### config.mk
export PLATFORM = sky130hd
export DESIGN_NAME = uart_in_dev
export DESIGN_NICKNAME = d
export VERILOG_FILES = /design/src/rtl/uart_in_pkg.sv /design/src/rtl/uart_rx_byte.sv /design/src/rtl/uart_in_dev.sv
export SDC_FILE = /design/constraint.sdc
export NUM_CORES = 1
export LEC_CHECK = 0
export CAP_MARGIN = 20
export CELL_PAD_IN_SITES_DETAIL_PLACEMENT = 2
export CELL_PAD_IN_SITES_GLOBAL_PLACEMENT = 2
export CORE_UTILIZATION = 40
export CTS_CLUSTER_SIZE = 12
export DETAILED_ROUTE_END_ITERATION = 16
export PLACE_DENSITY_LB_ADDON = 0.25
export SETUP_SLACK_MARGIN = 0.4
export SLEW_MARGIN = 20
export SYNTH_ARGS = -nofsm -noshare
export SYNTH_HDL_FRONTEND = slang
export SYNTH_SLANG_ARGS = --single-unit
### constraint.sdc
create_clock -name clk -period 5.65 [get_ports clk]
set_input_delay 1.13 -clock clk [delete_from_list [all_inputs] [get_ports clk]]
set_output_delay 1.13 -clock clk [all_outputs]
set_load 0.01 [all_outputs]
### src/rtl/uart_in_pkg.sv
// Shared types and helpers for the UART word-input device.
// Pure declarations: no latency, no flow control.
// Module parameters size the counters through cnt_width().
package uart_in_pkg;

  typedef enum logic [1:0] {
    RX_IDLE  = 2'd0,
    RX_START = 2'd1,
    RX_DATA  = 2'd2,
    RX_STOP  = 2'd3
  } rx_state_t;

  localparam int BYTES_PER_WORD = 4;

  // Width for a down/up counter holding values 0..n-1.
  function automatic int cnt_width(input int n);
    return (n <= 2) ? 1 : $clog2(n);
  endfunction

endpackage

### src/rtl/uart_rx_byte.sv
// 8N1 byte receiver: 2-flop synchronizer, mid-bit sampling FSM and shift register.
// byte_ok/byte_ferr pulse combinationally in the cycle whose edge samples the stop bit.
// No backpressure: every frame is reported once and must be consumed in that cycle.
module uart_rx_byte
  import uart_in_pkg::*;
#(
  parameter int CLKS_PER_BIT = 16
) (
  input  logic       clk,
  input  logic       rst,
  input  logic       rxd,
  output logic [7:0] byte_data,
  output logic       byte_ok,
  output logic       byte_ferr,
  output logic       idle
);

  localparam int BAUD_W = cnt_width(CLKS_PER_BIT);
  localparam logic [BAUD_W-1:0] HALF_LOAD = BAUD_W'(CLKS_PER_BIT / 2 - 1);
  localparam logic [BAUD_W-1:0] FULL_LOAD = BAUD_W'(CLKS_PER_BIT - 1);

  logic              rx_meta, rxs;
  rx_state_t         state_q, state_d;
  logic [BAUD_W-1:0] cnt_q, cnt_d;
  logic [2:0]        bit_q, bit_d;
  logic [7:0]        shift_q, shift_d;
  logic              tick;

  // Synchronizer idles high so reset never looks like a start bit.
  always_ff @(posedge clk or posedge rst) begin
    if (rst) begin
      rx_meta <= 1'b1;
      rxs     <= 1'b1;
    end else begin
      rx_meta <= rxd;
      rxs     <= rx_meta;
    end
  end

  always_ff @(posedge clk or posedge rst) begin
    if (rst) begin
      state_q <= RX_IDLE;
      cnt_q   <= '0;
      bit_q   <= '0;
      shift_q <= '0;
    end else begin
      state_q <= state_d;
      cnt_q   <= cnt_d;
      bit_q   <= bit_d;
      shift_q <= shift_d;
    end
  end

  assign tick = (cnt_q == '0);

  always_comb begin
    state_d   = state_q;
    cnt_d     = cnt_q - 1'b1;
    bit_d     = bit_q;
    shift_d   = shift_q;
    byte_ok   = 1'b0;
    byte_ferr = 1'b0;
    case (state_q)
      RX_IDLE: begin
        cnt_d = cnt_q;
        if (!rxs) begin
          state_d = RX_START;
          cnt_d   = HALF_LOAD;
        end
      end
      RX_START: begin
        if (tick) begin
          if (!rxs) begin
            state_d = RX_DATA;
            cnt_d   = FULL_LOAD;
            bit_d   = 3'd0;
          end else begin
            state_d = RX_IDLE;
          end
        end
      end
      RX_DATA: begin
        if (tick) begin
          shift_d = {rxs, shift_q[7:1]};
          cnt_d   = FULL_LOAD;
          if (bit_q == 3'd7) state_d = RX_STOP;
          else               bit_d   = bit_q + 3'd1;
        end
      end
      RX_STOP: begin
        if (tick) begin
          state_d   = RX_IDLE;
          byte_ok   = rxs;
          byte_ferr = !rxs;
        end
      end
      default: state_d = RX_IDLE;
    endcase
  end

  assign byte_data = shift_q;
  assign idle      = (state_q == RX_IDLE);

endmodule

### src/rtl/uart_in_dev.sv
// Assembles received UART bytes into 32-bit words for the bridge's device-1 read port.
// dout/status update on the edge that samples the 4th byte's stop bit.
// No backpressure: a new word simply overwrites dout; stale partial words time out.
module uart_in_dev
  import uart_in_pkg::*;
#(
  parameter int CLKS_PER_BIT = 16,
  parameter int TIMEOUT_BITS = 20
) (
  input  logic        clk,
  input  logic        rst,
  input  logic        rxd,
  output logic [31:0] dout,
  output logic        word_valid,
  output logic [7:0]  word_cnt,
  output logic        frame_err,
  output logic [1:0]  byte_idx
);

  localparam int IDLE_LIMIT = TIMEOUT_BITS * CLKS_PER_BIT;
  localparam int IDLE_W     = cnt_width(IDLE_LIMIT);
  localparam logic [IDLE_W-1:0] IDLE_LAST = IDLE_W'(IDLE_LIMIT - 1);
  localparam logic [1:0]        LAST_LANE = 2'(BYTES_PER_WORD - 1);

  logic [7:0]        byte_data;
  logic              byte_ok, byte_ferr, rx_idle;
  logic [31:0]       staging;
  logic [IDLE_W-1:0] idle_cnt;
  logic              partial, timeout;

  uart_rx_byte #(
    .CLKS_PER_BIT(CLKS_PER_BIT)
  ) u_rx (
    .clk      (clk),
    .rst      (rst),
    .rxd      (rxd),
    .byte_data(byte_data),
    .byte_ok  (byte_ok),
    .byte_ferr(byte_ferr),
    .idle     (rx_idle)
  );

  assign partial = (byte_idx != 2'd0);
  assign timeout = rx_idle && partial && (idle_cnt == IDLE_LAST);

  always_ff @(posedge clk or posedge rst) begin
    if (rst)                                idle_cnt <= '0;
    else if (!rx_idle || !partial || timeout) idle_cnt <= '0;
    else                                    idle_cnt <= idle_cnt + 1'b1;
  end

  // byte_ok only fires in STOP and timeout only in IDLE, so they never collide.
  always_ff @(posedge clk or posedge rst) begin
    if (rst) begin
      staging    <= '0;
      dout       <= '0;
      word_valid <= 1'b0;
      word_cnt   <= '0;
      frame_err  <= 1'b0;
      byte_idx   <= '0;
    end else begin
      word_valid <= 1'b0;
      if (byte_ferr) begin
        frame_err <= 1'b1;
        byte_idx  <= '0;
      end else if (byte_ok) begin
        if (byte_idx == LAST_LANE) begin
          dout       <= {byte_data, staging[23:0]};
          word_valid <= 1'b1;
          word_cnt   <= word_cnt + 8'd1;
          frame_err  <= 1'b0;
          byte_idx   <= '0;
        end else begin
          staging[{byte_idx, 3'b000} +: 8] <= byte_data;
          byte_idx <= byte_idx + 2'd1;
        end
      end else if (timeout) begin
        byte_idx <= '0;
      end
    end
  end

endmodule

* Word-level counts from Yosys, hierarchy flattened
Cells that the tools add are included.
Operators by class: add/subtract/negate cells 6, equal/unequal tests 13, shift operators 2, mux-type cells 33, bitwise logic cells 2, reduce and logical (&&, ||, !) cells 20
Operators by type and width (count):
- 32-bit bitwise mux | 1
- 8-bit by 7-bit variable shift with 32-bit output, first input constant | 1
- 8-bit by 7-bit variable part select with 32-bit output | 1
- 2-bit 2-to-1 mux | 10
- 4-bit 2-to-1 mux | 4
- 3-bit 2-to-1 mux | 4
- 4-bit one-hot mux with 3 select lines | 1
- 1-bit 2-to-1 mux | 10
- 5-bit AND reduction | 2
- 9-bit by 1-bit adder with 9-bit output, second input constant | 1
- 9-bit == test, second input constant | 1
- 9-bit 2-to-1 mux | 1
- 8-bit by 1-bit adder with 8-bit output, second input constant | 1
- 2-bit by 1-bit != test with 1-bit output, second input constant | 4
- 2-bit one-hot mux with 4 select lines | 1
- 2-bit nonzero test | 4
- 5-bit negation with 7-bit output | 1
- 2-bit == test, second input constant | 3
- 2-bit != test, second input constant | 3
- 3-bit one-hot mux with 2 select lines | 1
- 3-bit AND reduction | 2
- 4-bit logical NOT | 1
- 2-bit AND reduction | 2
- 4-bit by 1-bit subtractor with 4-bit output, second input constant | 1
- other kinds (10) | 15
Storage, ports and cells: register bits 104, input bits 3, output and inout port bits 44, logic and storage cells 89

* Depth between registers and ports, before layout
depth after elaboration 6, mapped depth 8

* Hierarchy
Synthesis repeated with hierarchy kept, for this count alone.
Second synthesis, totals: cell total of the unflattened synthesis 413, area total of the unflattened synthesis 4136.5 µm²
By module, submodules not included:
- uart_in_dev | instances 1, cells an instance 338, area each 3218.1 µm²
- uart_rx_byte | instances 1, cells an instance 75, area each 918.4 µm²

* Least setup slack after synthesis
OpenSTA, ideal clock, no wires.
path type flip-flop to flip-flop, start point reg byte_idx[0], end point reg byte_idx[0], setup time 0.136 ns, data arrival time 1.669 ns, data required time 5.514 ns, setup slack 3.845 ns, cell stages (with the launch flop) 7, cell sequence dfrtp_1 -> inv_1 -> ha_1 -> or3_1 -> clkbuf_1 -> nor3_1 -> o32ai_1
On the way: word-level cells in the longest chain between the ends 4, elaborated cells on any way between the ends 9
RTL lines:
- start, declared | line uart_in_dev.sv:17 | output logic [1:0] byte_idx
- start signal, assigned | line uart_in_dev.sv:75 | byte_idx <= byte_idx + 2'd1;
- 2-bit by 1-bit adder with 2-bit output (tied with other cells) | line uart_in_dev.sv:75
- 2-bit 2-to-1 mux / 1-bit logical AND (equally long branches) | line uart_in_dev.sv:67, uart_in_dev.sv:44
- 2-bit 2-to-1 mux / 1-bit logical AND (equally long branches) | line uart_in_dev.sv:66, uart_in_dev.sv:44
- 2-bit 2-to-1 mux / 3-bit nonzero test (equally long branches)
Several ways; a longest one is shown, not always the timed one. A chain may end at the register's enable or synchronous reset.

* Final worst setup path
start point reg byte_idx[0], end point out byte_idx[0]
No word-level cell between the ends.

==> results.md <==
* Drt first-iter violations at between 60 and 70
* Nets@finish at 413
* Root Buffer: clkbuf_8
* Via density per instance at ~5.2
* WL/cell at 18.24 microns
* Post-cts hold buffer count at 0
* Most common cell after layout, fill and taps aside: dfrtp_1
* Pwr dens at 308.7 mW/mm^2
* Worst min path class: reg -> reg
* Placed instance area at 0.004701 sq mm
* Critical Path Sink Type: primary output
* Syn avg cell area at 11.68 sq um
* Status: complete, no violations
* # fillers at 988
* Die Wd at just over 100 microns
* DR DRC count at 0
* Synth warn at 0
* Crit-path cells: clkdlybuf4s50_1
* Total gr overflow at 0
* Worst Path Arrival at 1.47 ns
* Ys flop type: dfrtp_1
* Bufs on Longest Clock Path at 2
* First-pass GRT wire length at 16910 microns
* CP Depth at 1
* Asr flop ratio synth at 100.0%
* Req. time, crit path at 4.52 ns
* Mapped Area at 0.004156 sq mm
* Number of global-route vias before repair at 3199
* CP max stage cell: clkdlybuf4s50_1
* Multi-input gate area at 0.001612 sq mm
* Least-Margin Pin Slew at about 1.0 ns
* Total negative slack at 0 ns
* Initial Utilization at around two fifths
* Sequential Area at 0.002405 sq mm
* Maximum vdd drop at 0.1731 mV
* Top cell type's share of synthesized area at between 50% and 60%
* Core Util, Final at 49.92%
* Static leakage at 2.159 nW
* CTS clk-pin slew, worst paths at 0.09 ns
* CTS tree: yes
* Routed WL at 9814 microns
* Antenna violations before repair at 0
* Worst skew pair latency at 0.36 ns
* Cell area after layout at 0.004947 sq mm
* Worst path max stage delay at ~0.60 ns
* Leading area contributor after synthesis: dfrtp_1
* ANT cells at 0
* CP Max Fanout at 8
* Final Critical Period at about 2.6 ns
* Die H at between 100 and 150 microns
* CP bufs+invs at 1
* Layout cells sized above 1 at between 10% and 20%
* Net count after synthesis at 369
* Slew headroom at approximately 30%
* RD Place Congestion at 0.7351
* Max_cap viols at 0
* Final period utilization at 45.99%
* Number of flops mapped to enable cells by yosys at 0
* Area grow syn2layout at 19.02%
* Setup repair bufs after CTS at 0
* Largest net degree at the start of global routing at 57
* DR vias at 2807
* Drt pass-1 iters at 4
* Num CTS Buffers at 9
* RSZ-0062 raised after global routing: no
* Commonest cells after routing, fill and taps aside: dfrtp_1 (94), nand2_1 (61), clkdlybuf4s50_1 (46)
* Final setup viols at 0
* Cell count of the worst reg-to-reg path at 6
* Pins Over Slew Limit at 0
* H-tree Lvls at 3
* Clock sink count at 96
* Critical path's top delay family: buffers and inverters
* Antenna viol nets, final at 0
* Hold Crit Depth at 0
* Worst hold margin at 0.3612 ns
* Floorplan core area at 0.009910 sq mm
* DPL Wire Length at 6709 microns
* Cts repair resizes at 0
* Cells after Synth at around 360
* Synth cell types at 43
* IO Port Bufs at 46
* Seq/Total Area, Yosys at 57.86%
* Startpoint types: register
* Clk_skew at 0.01031 ns
* GR Util All Layers at between 15 and 20%
* Die area at 0.01080 sq mm
* Synth area leaders: dfrtp_1 (57%), mux2_2 (12%), nand2_1 (5.5%)
* Crit Path Class: reg -> out
* Ports at 47
* Achievable clock frequency at 0.3848 GHz
* # rows at 36
* Hold Violations, Final at 0
* Synthesized flop and latch total at 96
[cell type report]
cell class	instances	share of cell area (%)
sequential	96	48.61
clock buffer	9	2.504
inverter	13	1.037
multi-input combinational	232	32.57
tap	133	3.364
timing repair buffer	48	10.02
clock inverter	7	1.897
[layer usage]
metal | wire length (microns) | vias to the layer above | global-route usage [%]
met4 | 98 | 0 | 5.204
met5 | 0 | - | 0
met1 | 4341 | 1461 | 25.01
li1 | - | 1308 | -
met2 | 5159 | 32 | 34.81
met3 | 214 | 6 | 3.634
[registers in the layout (all words and copies together) (netlist names), named ones only]
signal and count:
dout 32, staging 24, idle_cnt 9, u_rx.byte_data 8, word_cnt 8, u_rx.cnt_q 4
u_rx.bit_q 3, byte_idx 2, frame_err 1, u_rx.rx_meta 1, u_rx.rxs 1, u_rx.state_q 1
word_valid 1
[synth_stat cells (8+ instances only)]
cell	n
xnor2_1	10
o21ai_1	18
dfrtp_1	94
mux2_2	45
inv_1	13
ha_1	10
buf_2	8
a21oi_1	9
nand3_1	8
nand2_1	61
nor2_1	11
[through the flow]
step                      cells  power (mW)  setup slack (ns)
after floorplan             356      0.9661             2.018
after global placement      521       1.027             2.836
after detailed placement    521       1.046             2.785
after CTS                   537       1.546             3.026
after global routing        538       1.601             2.969
final                       538       1.527             3.052
[report_power, final]
group	total [mW]	internal, mW	leakage (nW)	switching, mW
Combinational	0.238	0.0974	0.737	0.141
Clock	0.498	0.249	0.106	0.248
Sequential	0.791	0.725	1.32	0.0666
[logic make-up (layout without fill, tap and decap cells)]
| logic type | count (synthesis) | in the layout | synth area share [%] |
|---|---|---|---|
| xor+xnor | 11 | 11 | 2.318 |
| mux | 45 | 45 | 12.19 |
| fa+ha+maj | 10 | 10 | 3.010 |
| buf+inv | 28 | 77 | 3.492 |
| compound gates | 50 | 50 | 7.375 |
| flops | 96 | 96 | 57.86 |
| simple gates | 116 | 116 | 13.76 |
[final timing paths]
path                               endpoint           from  slack (ns)
worst max register to register     dout[14]  u_rx.cnt_q[0]        3.36
max in group asynchronous       staging[17]            rst        3.38
worst min-delay path               u_rx.rxs   u_rx.rx_meta        0.36
worst min register to register     u_rx.rxs   u_rx.rx_meta        0.36
worst max-delay path            byte_idx[0]    byte_idx[0]        3.05
min in group asynchronous          dout[25]            rst        1.25
Note: power is estimated with default switching activity, not from simulation.
